--- config.mk ---
export PLATFORM = sky130hd
export DESIGN_NAME = uop_dispatch
export DESIGN_NICKNAME = d
export VERILOG_FILES = /design/src/rtl/Purple_Jade_pkg.sv /design/src/rtl/uop_scoreboard.sv /design/src/rtl/uop_dispatch.sv
export SDC_FILE = /design/constraint.sdc
export NUM_CORES = 1
export LEC_CHECK = 0
export CAP_MARGIN = 20
export CORE_UTILIZATION = 49
export DETAILED_ROUTE_END_ITERATION = 7
export PLACE_DENSITY = 0.71
export SLEW_MARGIN = 15
export SYNTH_ARGS = -nofsm -noshare
export SYNTH_HDL_FRONTEND = slang
export SYNTH_HIERARCHICAL = 1
export SYNTH_SLANG_ARGS = --single-unit
--- constraint.sdc ---
create_clock -name clk_i -period 3.6 [get_ports clk_i]
set_clock_uncertainty 0.2 [all_clocks]
set_input_delay 0.72 -clock clk_i [delete_from_list [all_inputs] [get_ports clk_i]]
set_output_delay 0.72 -clock clk_i [all_outputs]
set_load 0.05 [all_outputs]
--- src/rtl/Purple_Jade_pkg.sv ---
// rtl/Purple_Jade_pkg.sv - microcode word layout, FU/OP codes and source-usage decode
// Shared by the dispatch queue, its scoreboard and any bench building microcode words.
package Purple_Jade_pkg;

    localparam int UCODE_WIDTH_P = 16;
    localparam int REG_IDX_W     = 4;

    typedef enum logic [2:0] {
        ALU_FU     = 3'd0,
        LOGICAL_FU = 3'd1,
        MUL_FU     = 3'd2,
        DIV_FU     = 3'd3,
        MEM_FU     = 3'd4,
        BRANCH_FU  = 3'd5,
        NOOP_FU    = 3'd7
    } fu_e;

    typedef enum logic [3:0] {
        ADD_OP = 4'd0,
        SUB_OP = 4'd1,
        AND_OP = 4'd2,
        ORR_OP = 4'd3,
        MUL_OP = 4'd4,
        DIV_OP = 4'd5,
        LDR_OP = 4'd6,
        STR_OP = 4'd7,
        CMP_OP = 4'd8,
        B_OP   = 4'd9,
        BCC_OP = 4'd10,
        NOP_OP = 4'd11
    } op_e;

    // Field order matches the ROM word {WE,OP,FU,FLAGS,DST,S1,S2,IMM}, MSB first.
    typedef struct packed {
        logic       we;
        logic [3:0] op;
        logic [2:0] fu;
        logic [3:0] flags;
        logic       dst;
        logic       s1;
        logic       s2;
        logic       imm;
    } ucode_s;

    function automatic logic uses_rs1(input logic s1);
        return s1;
    endfunction

    // An immediate replaces the second register operand.
    function automatic logic uses_rs2(input logic s2, input logic imm);
        return s2 & ~imm;
    endfunction

    function automatic logic uses_flags(input logic [3:0] op);
        return op == BCC_OP;
    endfunction

endpackage

--- src/rtl/uop_scoreboard.sv ---
// rtl/uop_scoreboard.sv - register busy vector plus flags-busy bit
// A set and a clear of the same bit in one cycle leaves the bit set.
module uop_scoreboard
    import Purple_Jade_pkg::*;
#(
    parameter int NUM_REGS_P = 16
) (
    input  logic                  clk_i,
    input  logic                  reset_i,
    input  logic                  set_v_i,
    input  logic [REG_IDX_W-1:0]  set_idx_i,
    input  logic                  clr_v_i,
    input  logic [REG_IDX_W-1:0]  clr_idx_i,
    input  logic                  flags_set_i,
    input  logic                  flags_clr_i,
    output logic [NUM_REGS_P-1:0] busy_o,
    output logic                  flags_busy_o
);

    logic [NUM_REGS_P-1:0] r_busy;
    logic                  r_flags_busy;
    logic [NUM_REGS_P-1:0] w_set_mask;
    logic [NUM_REGS_P-1:0] w_clr_mask;

    assign w_set_mask = {{(NUM_REGS_P-1){1'b0}}, set_v_i} << set_idx_i;
    assign w_clr_mask = {{(NUM_REGS_P-1){1'b0}}, clr_v_i} << clr_idx_i;

    always_ff @(posedge clk_i or posedge reset_i) begin
        if (reset_i) begin
            r_busy       <= '0;
            r_flags_busy <= 1'b0;
        end else begin
            r_busy       <= (r_busy & ~w_clr_mask) | w_set_mask;
            r_flags_busy <= (r_flags_busy & ~flags_clr_i) | flags_set_i;
        end
    end

    assign busy_o       = r_busy;
    assign flags_busy_o = r_flags_busy;

endmodule

--- src/rtl/uop_dispatch.sv ---
// rtl/uop_dispatch.sv - in-order uop queue with hazard check and one-hot FU issue
// Head uop issues when its sources, flags and destination are free; NOOP/invalid FU drains.
module uop_dispatch
    import Purple_Jade_pkg::*;
#(
    parameter int DEPTH_P    = 4,
    parameter int NUM_REGS_P = 16,
    parameter int NUM_FU_P   = 6
) (
    input  logic                     clk_i,
    input  logic                     reset_i,
    input  logic                     flush_i,
    input  logic                     uop_v_i,
    output logic                     uop_ready_o,
    input  logic [UCODE_WIDTH_P-1:0] ucode_i,
    input  logic [3:0]               rd_i,
    input  logic [3:0]               rs1_i,
    input  logic [3:0]               rs2_i,
    input  logic [31:0]              imm_i,
    input  logic [31:0]              pc_i,
    output logic [NUM_FU_P-1:0]      issue_v_o,
    input  logic [NUM_FU_P-1:0]      fu_ready_i,
    output logic [UCODE_WIDTH_P-1:0] issue_ucode_o,
    output logic [3:0]               issue_rd_o,
    output logic [3:0]               issue_rs1_o,
    output logic [3:0]               issue_rs2_o,
    output logic [31:0]              issue_imm_o,
    output logic [31:0]              issue_pc_o,
    input  logic                     wb_v_i,
    input  logic [3:0]               wb_rd_i,
    input  logic                     flags_wb_v_i,
    output logic [$clog2(DEPTH_P):0] count_o
);

    localparam int             PTR_W   = $clog2(DEPTH_P);
    localparam logic [PTR_W:0] DEPTH_C = (PTR_W+1)'(DEPTH_P);

    logic [UCODE_WIDTH_P-1:0] r_ucode [DEPTH_P];
    logic [3:0]               r_rd    [DEPTH_P];
    logic [3:0]               r_rs1   [DEPTH_P];
    logic [3:0]               r_rs2   [DEPTH_P];
    logic [31:0]              r_imm   [DEPTH_P];
    logic [31:0]              r_pc    [DEPTH_P];
    logic [PTR_W-1:0]         r_wr_ptr;
    logic [PTR_W-1:0]         r_rd_ptr;
    logic [PTR_W:0]           r_count;

    ucode_s                   w_head;
    logic                     w_head_v;
    logic                     w_is_noop;
    logic [NUM_FU_P-1:0]      w_fu_onehot;
    logic [NUM_REGS_P-1:0]    w_sb_busy;
    logic                     w_sb_flags_busy;
    logic [NUM_REGS_P-1:0]    w_wb_mask;
    logic [NUM_REGS_P-1:0]    w_busy_eff;
    logic                     w_rs1_busy;
    logic                     w_rs2_busy;
    logic                     w_rd_busy;
    logic                     w_flags_busy_eff;
    logic                     w_hazard;
    logic                     w_can_issue;
    logic                     w_pop;
    logic                     w_issue_fire;
    logic                     w_enq;

    assign w_head   = ucode_s'(r_ucode[r_rd_ptr]);
    assign w_head_v = (r_count != '0);
    assign w_is_noop = (int'(w_head.fu) >= NUM_FU_P);
    assign w_fu_onehot = {{(NUM_FU_P-1){1'b0}}, ~w_is_noop} << w_head.fu;

    // A writeback landing this cycle releases its register for the head already.
    assign w_wb_mask  = {{(NUM_REGS_P-1){1'b0}}, wb_v_i} << wb_rd_i;
    assign w_busy_eff = w_sb_busy & ~w_wb_mask;
    assign w_rs1_busy = |(w_busy_eff & ({{(NUM_REGS_P-1){1'b0}}, 1'b1} << r_rs1[r_rd_ptr]));
    assign w_rs2_busy = |(w_busy_eff & ({{(NUM_REGS_P-1){1'b0}}, 1'b1} << r_rs2[r_rd_ptr]));
    assign w_rd_busy  = |(w_busy_eff & ({{(NUM_REGS_P-1){1'b0}}, 1'b1} << r_rd[r_rd_ptr]));
    assign w_flags_busy_eff = w_sb_flags_busy & ~flags_wb_v_i;

    assign w_hazard = (uses_rs1(w_head.s1) & w_rs1_busy)
                    | (uses_rs2(w_head.s2, w_head.imm) & w_rs2_busy)
                    | (uses_flags(w_head.op) & w_flags_busy_eff)
                    | (w_head.we & w_rd_busy);

    assign w_can_issue  = w_head_v & ~w_is_noop & ~w_hazard & ~flush_i;
    assign w_issue_fire = w_can_issue & |(fu_ready_i & w_fu_onehot);
    assign w_pop        = w_issue_fire | (w_head_v & w_is_noop & ~flush_i);

    assign uop_ready_o = ~reset_i & (r_count < DEPTH_C) & ~flush_i;
    assign w_enq       = uop_v_i & uop_ready_o;

    assign issue_v_o     = w_can_issue ? w_fu_onehot : '0;
    assign issue_ucode_o = r_ucode[r_rd_ptr];
    assign issue_rd_o    = r_rd[r_rd_ptr];
    assign issue_rs1_o   = r_rs1[r_rd_ptr];
    assign issue_rs2_o   = r_rs2[r_rd_ptr];
    assign issue_imm_o   = r_imm[r_rd_ptr];
    assign issue_pc_o    = r_pc[r_rd_ptr];
    assign count_o       = r_count;

    always_ff @(posedge clk_i) begin
        if (w_enq) begin
            r_ucode[r_wr_ptr] <= ucode_i;
            r_rd[r_wr_ptr]    <= rd_i;
            r_rs1[r_wr_ptr]   <= rs1_i;
            r_rs2[r_wr_ptr]   <= rs2_i;
            r_imm[r_wr_ptr]   <= imm_i;
            r_pc[r_wr_ptr]    <= pc_i;
        end
    end

    always_ff @(posedge clk_i or posedge reset_i) begin
        if (reset_i) begin
            r_wr_ptr <= '0;
            r_rd_ptr <= '0;
            r_count  <= '0;
        end else if (flush_i) begin
            r_rd_ptr <= r_wr_ptr;
            r_count  <= '0;
        end else begin
            if (w_enq) r_wr_ptr <= r_wr_ptr + 1'b1;
            if (w_pop) r_rd_ptr <= r_rd_ptr + 1'b1;
            case ({w_enq, w_pop})
                2'b10:   r_count <= r_count + 1'b1;
                2'b01:   r_count <= r_count - 1'b1;
                default: r_count <= r_count;
            endcase
        end
    end

    uop_scoreboard #(
        .NUM_REGS_P(NUM_REGS_P)
    ) u_scoreboard (
        .clk_i       (clk_i),
        .reset_i     (reset_i),
        .set_v_i     (w_issue_fire & w_head.we),
        .set_idx_i   (r_rd[r_rd_ptr]),
        .clr_v_i     (wb_v_i),
        .clr_idx_i   (wb_rd_i),
        .flags_set_i (w_issue_fire & (w_head.flags != 4'b0)),
        .flags_clr_i (flags_wb_v_i),
        .busy_o      (w_sb_busy),
        .flags_busy_o(w_sb_flags_busy)
    );

endmodule
==> out/qor.csv <==
metric,value,unit
status,"finished, violations left",
violated checks,setup timing,
"Clk Latency, worst-skew pair",0.52,ns
NumNets Final,1169,
worst min-delay path class,reg2reg,
clock buffer depth,3,
layout cells sized above 1,0.363,
RSZ-0062 raised after global routing,true,
Least-Margin Pin Slew,0.841,ns
Clock transition at path regs,0.06,ns
Critical Path Start Type,register,
XOR/XNOR Fraction of Synth Area,0.00262,
fmax,0.233,GHz
Hold Fails Final Rpt,0,
P_leak,6.85,nW
Mapped Nets,842,
I/O Pins,210,
DR pass1 iterations,5,
initial antenna violation count,3,
Finished Cell Area,20000,um^2
vias per cell,5.60,
cts bufs inserted,40,
ys async rst share,0.0612,
grt total ovfl,0,
Tcrit/Tclk final,1.19,
Die Span X,179,um
Total Wirelength,33.2,mm
fraction of synthesized area in multiplexers,0.146,
max cap viols,0,
Post-synth EDFFs,368,
Initial Util,0.499,
Routed Antenna Nets,0,
Max Transition Viols Final,0,
Iter 0 DRT Violations,574,
switching share of power,0.352,
"leading cell type in the layout, fill and taps excluded",edfxtp_1,
switching pwr,5.26,mW
"Distinct cells, synth",60,
Core Area,30700,um^2
final setup fails,9,
Syn Std Cell Area,15300,um^2
root buf cell,clkbuf_16,
Die Footprint,31900,um^2
cell area power density,747,nW/um^2
Via Count,8283,
Seq pwr share,0.360,
Worst path top cell family by delay,simple AND/OR/NAND/NOR gates,
Setup WS post-layout,-0.690,ns
Final Power,15.0,mW
GPL Wtd Cong,0.892,
GRT Total Usage,0.213,
"Data required, critical path",2.68,ns
CP cell instances,"mux4_2, buf_4, nand2b_1, nor3_1, a311oi_1, o21ai_0, a32o_2, nor3b_2, nor2b_4, nor3b_4, buf_12",
main combinational cell family by area after synthesis,multiplexers,
most frequent cells in the layout,"368 x edfxtp_1, 164 x buf_4, 107 x clkdlybuf4s50_1",
post-layout min period,4.29,ns
Row Count,64,
WL per Instance,22.4,um
Ys Warns,6,
#FFs+latches synth,392,
Area Growth Syn to Fin,30.7,%
sequential area share after synthesis,0.761,
crit end category,output port,
fillcell total,2080,
Comb power frac,0.389,
clock tree sinks,392,
Crit Path Class,reg2out,
CP bufs+invs,2,
DP Cell Count,1393,
TNS Setup,-4.49,ns
Mapped Cells,729,
largest net degree at the start of global routing,57,
DRC viols,0,
simple-gate share of the synthesized area,0.0319,
global-route wire length before repair,50.5,mm
Critical Path Fanout Max,7,
CTS tree,done,
Slew Limit Headroom,0.439,
CP max-delay cell,dfrtp_4,
syn_area_per_cell,21.0,um^2
Clk pwr share,0.250,
Critical Path AT,3.37,ns
vias in the first global route,8787,
main flop type after synthesis,edfxtp_1,
placement-stage cell area,18500,um^2
die height,179,um
Finished Layout Cells,1480,
Pint,9.69,mW
count of input and output buffers,209,
compound-gate portion of the synthesized area,0.0399,
post-DP HPWL,22.4,mm
CP max stage delay,0.54,ns
VDD IR max,0.000476,V
adder-cell share of the synthesized area,0.00458,
number of H-tree levels,2,
-- repair_timing --
| action | 4_1_cts | 5_1_grt |
|---|---|---|
| pin swaps | 8 | 12 |
| setup endpoints to repair | 65 | 60 |
| buffers inserted | 7 | 12 |
| resized for setup | 34 | 48 |
| hold buffers | 0 | 0 |
-- power groups by stage --
| stage | registers, mW | logic, mW | clock network [mW] |
|---|---|---|---|
| floorplan | 5.44 | 3.81 | 0 |
| global placement | 5.47 | 5.62 | 0 |
| detailed placement | 5.48 | 5.62 | 0 |
| CTS | 5.39 | 5.72 | 3.83 |
| global route | 5.41 | 6.12 | 4.00 |
| finish | 5.39 | 5.82 | 3.74 |
-- synthesized netlist by cell type, drive strengths merged (10+ instances only) --
| master | n | area share |
|---|---|---|
| clkbuf | 11 | 0.0027 |
| o21ai | 52 | 0.017 |
| o211ai | 11 | 0.0054 |
| mux4 | 92 | 0.14 |
| edfxtp | 368 | 0.72 |
| dfrtp | 24 | 0.039 |
| nand2b | 10 | 0.0041 |
| nor2 | 11 | 0.0027 |
| mux2i | 11 | 0.0072 |
| nand2 | 15 | 0.0037 |
| buf | 19 | 0.0078 |
-- path summary, 6_finish.rpt --
path	startpoint	endpoint	slack (ns)	depth (start not counted)
max	r_rd_ptr[0]$_DFFE_PP0P_	issue_v_o[0]	-0.69	11
min	u_scoreboard/flags_busy_o$_DFF_PP0_	u_scoreboard/flags_busy_o$_DFF_PP0_	0.28	1
max reg2reg	r_rd_ptr[0]$_DFFE_PP0P_	count_o[1]$_DFFE_PP0P_	-0.28	14
min reg2reg	u_scoreboard/flags_busy_o$_DFF_PP0_	u_scoreboard/flags_busy_o$_DFF_PP0_	0.28	1
max in group asynchronous	reset_i	u_scoreboard/flags_busy_o$_DFF_PP0_	2.20	2
min in group asynchronous	reset_i	count_o[0]$_DFFE_PP0P_	0.35	2
-- layer usage --
metal / GRT usage / wire, um / up-vias
li1: - / - / 3720
met1: 0.279 / 13500 / 4263
met2: 0.351 / 16500 / 260
met3: 0.0672 / 2770 / 38
met4: 0.0477 / 520 / 2
met5: 0 / 9 / -
-- state kept, by name, summed over array words and instances, names as in the netlist --
name	flops
r_pc	128
r_ucode	64
r_imm	128
r_rd_ptr	2
u_scoreboard/busy_o	16
u_scoreboard/flags_busy_o	1
r_rs1	16
r_rd	16
r_rs2	16
count_o	3
r_wr_ptr	2
-- logic make-up (layout without fill, tap and decap cells) --
family	count (synthesis)	after routing
DFF	392	392
xor gates and xnor gates	3	3
adders and majority gates	5	5
AOI/OAI and AO/OA	94	94
other	0	1
and+or+nand+nor	85	85
buffers and inverters	43	397
muxes	107	107
-- metrics by stage --
step / util / hold slack, ns / setup slack [ns]
after floorplan: - / 0.250 / -0.251
after global placement: 0.604 / 0.263 / -0.848
after detailed placement: 0.604 / 0.277 / -0.881
after CTS: 0.645 / 0.289 / -0.709
after global routing: 0.652 / 0.328 / -0.814
final: 0.652 / 0.283 / -0.690
-- cell type report --
type                            count  area (um^2)  share of cell area
Antenna cell                        1         2.50            0.000125
Clock buffer                       51         1050              0.0526
Clock inverter                     18          119             0.00594
Inverter                           13         57.6             0.00288
Multi-Input combinational cell    294         3660               0.183
Sequential cell                   392        11700               0.583
Tap cell                          396          495              0.0248
Timing Repair Buffer              315         2960               0.148
-- worst register-to-register path, delay by kind of cell, from the launching register on --
family | cells | cell delay [ns]
and+or+nand+nor | 4 | 0.91
DFF | 1 | 0.49
AOI/OAI and AO/OA | 5 | 0.76
muxes | 1 | 0.53
adders and majority gates | 1 | 0.51
buffers and inverters | 3 | 0.37
Note: power is estimated with default switching activity, not from simulation.
